### config.mk
export PLATFORM = sky130hd
export DESIGN_NAME = ht_ltf_streamer_flat
export DESIGN_NICKNAME = d
export VERILOG_FILES = /design/src/rtl/ht_ltf_streamer_pkg.sv /design/src/rtl/ht_ltf_streamer_if.sv /design/src/rtl/iq_skid_buf.sv /design/src/rtl/ht_ltf_streamer.sv /design/src/flat_wrapper.sv
export SDC_FILE = /design/constraint.sdc
export NUM_CORES = 1
export LEC_CHECK = 0
export ABC_AREA = 1
export BUFFER_PORTS_ARGS = -buffer_cell sky130_fd_sc_hd__buf_4
export CAP_MARGIN = 10
export CORE_ASPECT_RATIO = 1.2
export CORE_MARGIN = 1.5
export CORE_UTILIZATION = 62
export CTS_BUF_LIST = sky130_fd_sc_hd__clkbuf_16
export DETAILED_ROUTE_END_ITERATION = 8
export PLACE_DENSITY = 0.84
export SLEW_MARGIN = 20
export SYNTH_ARGS = -nofsm -noshare
export SYNTH_HDL_FRONTEND = slang
export SYNTH_SLANG_ARGS = --single-unit
### constraint.sdc
create_clock -name clk -period 4.7 [get_ports clk]
set_clock_uncertainty 0.15 [all_clocks]
set_input_delay 0.705 -clock clk [delete_from_list [all_inputs] [get_ports clk]]
set_output_delay 0.705 -clock clk [all_outputs]
set_load 0.01 [all_outputs]
### src/rtl/ht_ltf_streamer_pkg.sv
// Shared constants, state encoding and payload type for the HT-LTF streamer.
// Optional windowing sample is enabled by defining HT_LTF_WIN_EN.
package ht_ltf_streamer_pkg;

  localparam int unsigned HT_CP_LEN   = 16;
  localparam int unsigned HT_SYM_LEN  = 64;
  localparam int unsigned HT_ROM_AW   = 7;
  localparam int unsigned HT_IQ_W     = 32;
  localparam int unsigned HT_CP_START = HT_SYM_LEN - HT_CP_LEN;
  localparam int unsigned HT_WIN_ADDR = HT_SYM_LEN;

  // P-matrix row for spatial stream 0; a set bit negates that symbol.
  localparam logic [3:0] HT_P_SIGN = 4'b0010;

  typedef enum logic [1:0] {
    ST_IDLE  = 2'd0,
    ST_RUN   = 2'd1,
    ST_DRAIN = 2'd2
  } state_e;

  typedef struct packed {
    logic               last;
    logic [HT_IQ_W-1:0] data;
  } iq_word_t;

  // Two's-complement negate that maps -32768 to +32767.
  function automatic logic [15:0] neg_sat16(input logic [15:0] x);
    return (x == 16'h8000) ? 16'h7fff : 16'(~x + 16'd1);
  endfunction

endpackage

### src/rtl/ht_ltf_streamer_if.sv
// Valid/ready sample stream from the HT-LTF streamer towards the sample mux.
interface ht_ltf_streamer_if;
  import ht_ltf_streamer_pkg::*;

  logic [HT_IQ_W-1:0] o_data;
  logic               o_valid;
  logic               o_ready;
  logic               o_last;

  modport master (output o_data, output o_valid, output o_last, input o_ready);
  modport slave  (input o_data, input o_valid, input o_last, output o_ready);

endinterface

### src/rtl/iq_skid_buf.sv
// Two-entry valid/ready skid buffer; upstream ready depends only on local state.
module iq_skid_buf
  import ht_ltf_streamer_pkg::*;
(
  input  logic     clk,
  input  logic     rstn,
  input  logic     in_valid_i,
  output logic     in_ready_o,
  input  iq_word_t in_word_i,
  output logic     out_valid_o,
  input  logic     out_ready_i,
  output iq_word_t out_word_o
);

  iq_word_t out_q, out_d, skid_q, skid_d;
  logic     out_valid_q, out_valid_d, skid_valid_q, skid_valid_d;
  logic     push_c, pop_c;

  always_ff @(posedge clk or negedge rstn) begin
    if (!rstn) begin
      out_q        <= '0;
      skid_q       <= '0;
      out_valid_q  <= 1'b0;
      skid_valid_q <= 1'b0;
    end else begin
      out_q        <= out_d;
      skid_q       <= skid_d;
      out_valid_q  <= out_valid_d;
      skid_valid_q <= skid_valid_d;
    end
  end

  // The output slot refills from the skid slot first so ordering is preserved.
  always_comb begin
    out_d        = out_q;
    skid_d       = skid_q;
    out_valid_d  = out_valid_q;
    skid_valid_d = skid_valid_q;
    push_c       = in_valid_i && !skid_valid_q;
    pop_c        = out_valid_q && out_ready_i;
    if (!out_valid_q || pop_c) begin
      if (skid_valid_q) begin
        out_d        = skid_q;
        out_valid_d  = 1'b1;
        skid_valid_d = 1'b0;
      end else begin
        out_valid_d = push_c;
        if (push_c) out_d = in_word_i;
      end
    end else if (push_c) begin
      skid_d       = in_word_i;
      skid_valid_d = 1'b1;
    end
  end

  assign in_ready_o  = !skid_valid_q;
  assign out_valid_o = out_valid_q;
  assign out_word_o  = out_q;

endmodule

### src/rtl/ht_ltf_streamer.sv
// Streams 1/2/4 HT-LTF symbols (CP + body) from the sample ROM with P-matrix signs.
// Define HT_LTF_WIN_EN to append one windowing sample from ROM address 64.
module ht_ltf_streamer
  import ht_ltf_streamer_pkg::*;
#(
  parameter int unsigned CP_LEN  = HT_CP_LEN,
  parameter int unsigned SYM_LEN = HT_SYM_LEN
) (
  input  logic                 clk,
  input  logic                 rstn,
  input  logic                 start,
  input  logic [2:0]           num_ltf,
  output logic [HT_ROM_AW-1:0] rom_addr,
  input  logic [HT_IQ_W-1:0]   rom_dout,
  ht_ltf_streamer_if.master    strm,
  output logic                 busy,
  output logic                 done,
  output logic                 err
);

  localparam logic [6:0] LAST_SMP = 7'(CP_LEN + SYM_LEN - 1);

  state_e     state_q, state_d;
  logic [6:0] samp_q, samp_d;
  logic [1:0] sym_q, sym_d;
  logic [2:0] nsym_q, nsym_d;
  logic [6:0] addr_q, addr_d;
  logic       busy_q, busy_d, done_q, done_d, err_q, err_d;
  logic       win_q, win_d;

  logic       in_valid_c, in_ready_c, last_sym_c, legal_c, last_xfer_c;
  iq_word_t   in_word_c, out_word;
  logic       out_valid;

  // Sample index within a symbol to ROM address: CP tail first, then the body.
  function automatic logic [6:0] smp_addr(input logic [6:0] idx);
    return (idx < 7'(CP_LEN)) ? 7'(HT_CP_START) + idx : idx - 7'(CP_LEN);
  endfunction

  always_ff @(posedge clk or negedge rstn) begin
    if (!rstn) begin
      state_q <= ST_IDLE;
      samp_q  <= '0;
      sym_q   <= '0;
      nsym_q  <= '0;
      addr_q  <= '0;
      busy_q  <= 1'b0;
      done_q  <= 1'b0;
      err_q   <= 1'b0;
      win_q   <= 1'b0;
    end else begin
      state_q <= state_d;
      samp_q  <= samp_d;
      sym_q   <= sym_d;
      nsym_q  <= nsym_d;
      addr_q  <= addr_d;
      busy_q  <= busy_d;
      done_q  <= done_d;
      err_q   <= err_d;
      win_q   <= win_d;
    end
  end

  assign legal_c     = (num_ltf == 3'd1) || (num_ltf == 3'd2) || (num_ltf == 3'd4);
  assign last_sym_c  = ({1'b0, sym_q} == (nsym_q - 3'd1));
  assign last_xfer_c = out_valid && strm.o_ready && out_word.last;

  always_comb begin
    state_d    = state_q;
    samp_d     = samp_q;
    sym_d      = sym_q;
    nsym_d     = nsym_q;
    addr_d     = addr_q;
    busy_d     = busy_q;
    done_d     = 1'b0;
    err_d      = 1'b0;
    win_d      = win_q;
    in_valid_c = 1'b0;

    in_word_c.data = HT_P_SIGN[sym_q] ?
                     {neg_sat16(rom_dout[31:16]), neg_sat16(rom_dout[15:0])} : rom_dout;
`ifdef HT_LTF_WIN_EN
    in_word_c.last = win_q;
`else
    in_word_c.last = (samp_q == LAST_SMP) && last_sym_c;
`endif

    case (state_q)
      ST_IDLE: begin
        if (start) begin
          if (legal_c) begin
            nsym_d  = num_ltf;
            samp_d  = '0;
            sym_d   = '0;
            win_d   = 1'b0;
            addr_d  = smp_addr(7'd0);
            busy_d  = 1'b1;
            state_d = ST_RUN;
          end else begin
            err_d = 1'b1;
          end
        end
      end

      ST_RUN: begin
        in_valid_c = 1'b1;
        if (in_ready_c) begin
`ifdef HT_LTF_WIN_EN
          if (win_q) begin
            win_d   = 1'b0;
            addr_d  = '0;
            state_d = ST_DRAIN;
          end else
`endif
          if (samp_q == LAST_SMP) begin
            samp_d = '0;
            if (last_sym_c) begin
`ifdef HT_LTF_WIN_EN
              win_d  = 1'b1;
              addr_d = 7'(HT_WIN_ADDR);
`else
              addr_d  = '0;
              state_d = ST_DRAIN;
`endif
            end else begin
              sym_d  = sym_q + 2'd1;
              addr_d = smp_addr(7'd0);
            end
          end else begin
            samp_d = samp_q + 7'd1;
            addr_d = smp_addr(samp_q + 7'd1);
          end
        end
      end

      ST_DRAIN: begin
        if (last_xfer_c) begin
          done_d  = 1'b1;
          busy_d  = 1'b0;
          state_d = ST_IDLE;
        end
      end

      default: state_d = ST_IDLE;
    endcase
  end

  iq_skid_buf u_skid (
    .clk         (clk),
    .rstn        (rstn),
    .in_valid_i  (in_valid_c),
    .in_ready_o  (in_ready_c),
    .in_word_i   (in_word_c),
    .out_valid_o (out_valid),
    .out_ready_i (strm.o_ready),
    .out_word_o  (out_word)
  );

  assign strm.o_data  = out_word.data;
  assign strm.o_last  = out_word.last;
  assign strm.o_valid = out_valid;
  assign rom_addr     = addr_q;
  assign busy         = busy_q;
  assign done         = done_q;
  assign err          = err_q;

endmodule

### src/flat_wrapper.sv
// flat-port wrapper written by rule: the top's interface ports become plain ports
module ht_ltf_streamer_flat import ht_ltf_streamer_pkg::*;
#(
  parameter int unsigned CP_LEN  = HT_CP_LEN,
  parameter int unsigned SYM_LEN = HT_SYM_LEN
)
  (clk, rstn, start, num_ltf, rom_addr, rom_dout, busy, done, err, strm_o_data, strm_o_valid, strm_o_last, strm_o_ready);
  ht_ltf_streamer_if strm_i ();
  input  logic clk;
  input  logic rstn;
  input  logic start;
  input  logic [2:0] num_ltf;
  output logic [HT_ROM_AW-1:0] rom_addr;
  input  logic [HT_IQ_W-1:0] rom_dout;
  output logic busy;
  output logic done;
  output logic err;
  output wire logic [$bits(strm_i.o_data)-1:0] strm_o_data;
  output wire logic [$bits(strm_i.o_valid)-1:0] strm_o_valid;
  output wire logic [$bits(strm_i.o_last)-1:0] strm_o_last;
  input wire logic [$bits(strm_i.o_ready)-1:0] strm_o_ready;
  assign strm_o_data = strm_i.o_data;
  assign strm_o_valid = strm_i.o_valid;
  assign strm_o_last = strm_i.o_last;
  assign strm_i.o_ready = strm_o_ready;
  ht_ltf_streamer #(.CP_LEN(CP_LEN), .SYM_LEN(SYM_LEN)) u_core (.clk(clk), .rstn(rstn), .start(start), .num_ltf(num_ltf), .rom_addr(rom_addr), .rom_dout(rom_dout), .strm(strm_i), .busy(busy), .done(done), .err(err));
endmodule
==> metrics.csv <==
metric,value,unit
start_kind,flip-flop,
die-area,8870,µm²
clkSinkCount,88,
ant_nets,0,
slew_violations,0,
critical_path_class,flip-flop to flip-flop,
routed_via_density,5.53,
fin_cells,870,
slew_headroom,39.2,%
yosysTopAreaCellShare,42.7,%
fillCellCount,640,
final_util,73.9,%
die_width,86.2,µm
synth_top_area_cell,dfrtp_1,
status,finished clean,
maxCapViolCount,0,
grt_overflow_total,0,
setup_viol,0,
slowest_delay,0.82,ns
avgSynthCellArea,7.31,µm²
stdcell_area,5990,µm²
core_area,8110,µm²
portBuffers,82,
htreeDepth,3,
timing.final.hold_violations,0,
numCtsBuffers,9,
vias,4813,
dp_cells,854,
cts_hold_buf,0,
syn_nets,749,
p_sw,1560,µW
finalSetupTns,0,ns
clk_latency,0.34,ns
p_int,2100,µW
clkTransAtPathRegs,0.06,ns
routedWlPerCell,14.0,µm
critPathArrivalTime,2.72,ns
power.density,611,nW/µm²
diodes,0,
drt-initial-drc-count,324,
post-route-period-util,55.1,%
cp.required,4.83,ns
seq_area,2200,µm²
cp_max_fo,55,
total_power,3660,µW
dr.pass1.iters,5,
ys_seq_elements,88,
grt_util_met2,47.1,%
grt_max_degree,89,
cts-resized-gates,0,
worst-slew-pin-transition,0.908,ns
leakagePower,0.00311,µW
switching_share,42.7,%
die_y,103,µm
ys_warn_count,0,
grt_pass1_vias,4466,
hpwl,8520,µm
clock.fmax,386,MHz
cts_root_buf,clkbuf_16,
period_needed,2.59,ns
syn_to_final_growth,16.2,%
pwr-share-clk,17.1,%
use_met1,38.7,%
met3_usage,3.36,%
post-cts-setup-buffers,0,
grt_use_total,28.9,%
drive_above_1_share,16.9,%
initial_core_util,63.5,%
hold_class,input pin to async pin,
drc_errors,0,
crit_path_cell_trace,"inv_1, a21oi_4, inv_2, a21oi_1, o21ai_0, nand2_1",
ios,83,
syn_area,5150,µm²
pwr-share-comb,47.3,%
gr-max-usage-layer,met2,
synth.distinct_cells,37,
rows,36,
synthTopCellsByArea,"dfrtp_1 (43%), nand2_1 (16%), nor2_1 (5.3%)",
placed_cell_area,5730,µm²
cts_tree,done,
cts_buffer_depth,2,
end_kind,flip-flop,
syn_inst,705,
gp_congestion,0.884,
ir_drop,252,µV
seq_power_share,35.6,%
ys_seq_area_share,42.7,%
antenna_found_initial,0,
multi_input_area,2500,µm²
rsz0062_at_grt,no,
grt_pass1_wl,20000,µm
nNetsFinal,814,
drt_wl_total,12200,µm
cpMaxStageDelayCell,dfrtp_2,
==> registers in the layout (all words and copies together) (netlist names) <==
signal / cells
u_core.busy: 1
u_core.done: 1
u_core.err: 1
u_core.nsym_q: 3
u_core.rom_addr: 3
u_core.samp_q: 7
u_core.state_q: 2
u_core.sym_q: 2
u_core.u_skid.out_valid_o: 1
u_core.u_skid.out_word_o: 33
u_core.u_skid.skid_q: 33
u_core.u_skid.skid_valid_q: 1
==> through the flow <==
stage	hold slack (ns)	setup slack [ns]
2_1_floorplan	0.259	2.72
3_3_place_gp	0.306	1.84
3_5_place_dp	0.311	1.95
4_1_cts	0.333	2.13
5_1_grt	0.344	1.93
6_report	0.259	2.11
==> worst paths after layout <==
path | startpoint | depth (start not counted) | slack (ns) | end
worst max-delay path | u_core.u_skid.skid_valid_q | 6 | 2.11 | u_core.u_skid.out_word_o[21]
worst min-delay path | rstn | 1 | 0.26 | u_core.u_skid.skid_q[8]
worst max register to register | u_core.u_skid.skid_valid_q | 6 | 2.11 | u_core.u_skid.out_word_o[21]
worst min register to register | u_core.u_skid.out_word_o[23] | 2 | 0.33 | u_core.u_skid.out_word_o[23]
max in group asynchronous | rstn | 1 | 3.57 | u_core.u_skid.skid_valid_q
min in group clk | u_core.u_skid.out_word_o[23] | 2 | 0.33 | u_core.u_skid.out_word_o[23]
==> power by group through the flow <==
| stage | registers [µW] | clock network, µW | logic [µW] |
|---|---|---|---|
| final | 1300 | 625 | 1730 |
| after global routing | 1330 | 662 | 1950 |
| after CTS | 1300 | 630 | 1720 |
| after detailed placement | 1310 | 0 | 1700 |
| after global placement | 1290 | 0 | 1630 |
| after floorplan | 1300 | 0 | 1140 |
==> cells in the final DEF (no fill, tap or decap) <==
cell type	synthesis	final
ha_1	5	5
o21a_1	1	1
nand3_2	3	3
nand2_4	3	3
clkinv_2	0	3
xnor2_1	2	2
nor2_1	73	73
mux2i_1	1	1
a21oi_1	33	33
nor2_2	8	8
nand4_1	4	4
o21ai_0	53	53
o31ai_1	1	1
a21oi_4	1	1
o21ai_1	5	5
nor3_4	1	2
inv_2	3	3
inv_4	1	1
nand3_4	3	3
nor2_4	3	3
o21ai_2	1	1
nand2_1	217	217
nand2_2	1	1
buf_6	4	1
o22ai_1	2	2
a31oi_1	10	10
inv_1	68	69
buf_4	6	84
xor2_1	10	10
dfrtp_2	0	1
nand3_1	51	51
clkbuf_16	0	9
nand3b_1	11	11
o211ai_1	1	1
dfrtp_1	88	87
or2_2	4	4
clkinv_1	0	3
nor3_1	5	5
==> synth_stat cells <==
cell and count:
a31oi_1 10, nand4_1 4, inv_4 1, o21a_1 1, o21ai_1 5, nand3_2 3, nand2_1 217, buf_6 4
nand2_2 1, nor3_1 5, mux2i_1 1, xnor2_1 2, clkbuf_1 6, o31ai_1 1, dfrtp_1 88, a21oi_1 33
nor2_4 3, inv_2 3, o211ai_1 1, nand3_4 3, nor3_4 1, a21oi_4 1, o21ai_2 1, or2_2 4
inv_1 68, ha_1 5, nor2_2 8, nor2_1 73, nand2_4 3, nand3_1 51, xor2_1 10, buf_4 6
nand3b_1 11, o21ai_0 53, buf_2 15, nor3_2 1, o22ai_1 2
==> per-layer routing <==
layer / routed length, µm / up-vias / part of all wire (%)
met5: 0 / - / 0
met4: 355 / 0 / 2.9
met2: 5870 / 148 / 48
li1: - / 2376 / -
met3: 538 / 30 / 4.4
met1: 5390 / 2259 / 44
==> kinds of logic (layout without fill, tap and decap cells) <==
kind of cell	Yosys count	after routing	share of synthesized area, %
buffers and inverters	103	173	8.94
and+or+nand+nor	388	388	33.7
muxes	1	1	0.194
DFF	88	88	42.7
AOI/OAI and AO/OA	108	108	11.2
adders and majority gates	5	5	1.21
xor gates and xnor gates	12	12	2.04
==> critical path: cells and delay by family, from the launching register on <==
kind | cells | cell delay, ns
buffers and inverters | 2 | 0.66
DFF | 1 | 0.82
AOI/OAI and AO/OA | 3 | 0.80
and+or+nand+nor | 1 | 0.10
==> layout make-up <==
class / count / area share, %
Multi-Input combinational cell: 514 / 41.7
Sequential cell: 88 / 36.8
Timing Repair Buffer: 85 / 10.7
Inverter: 72 / 4.55
Clock buffer: 9 / 3.76
Tap cell: 95 / 1.98
Clock inverter: 7 / 0.501
(Power assumes the default switching activity.)
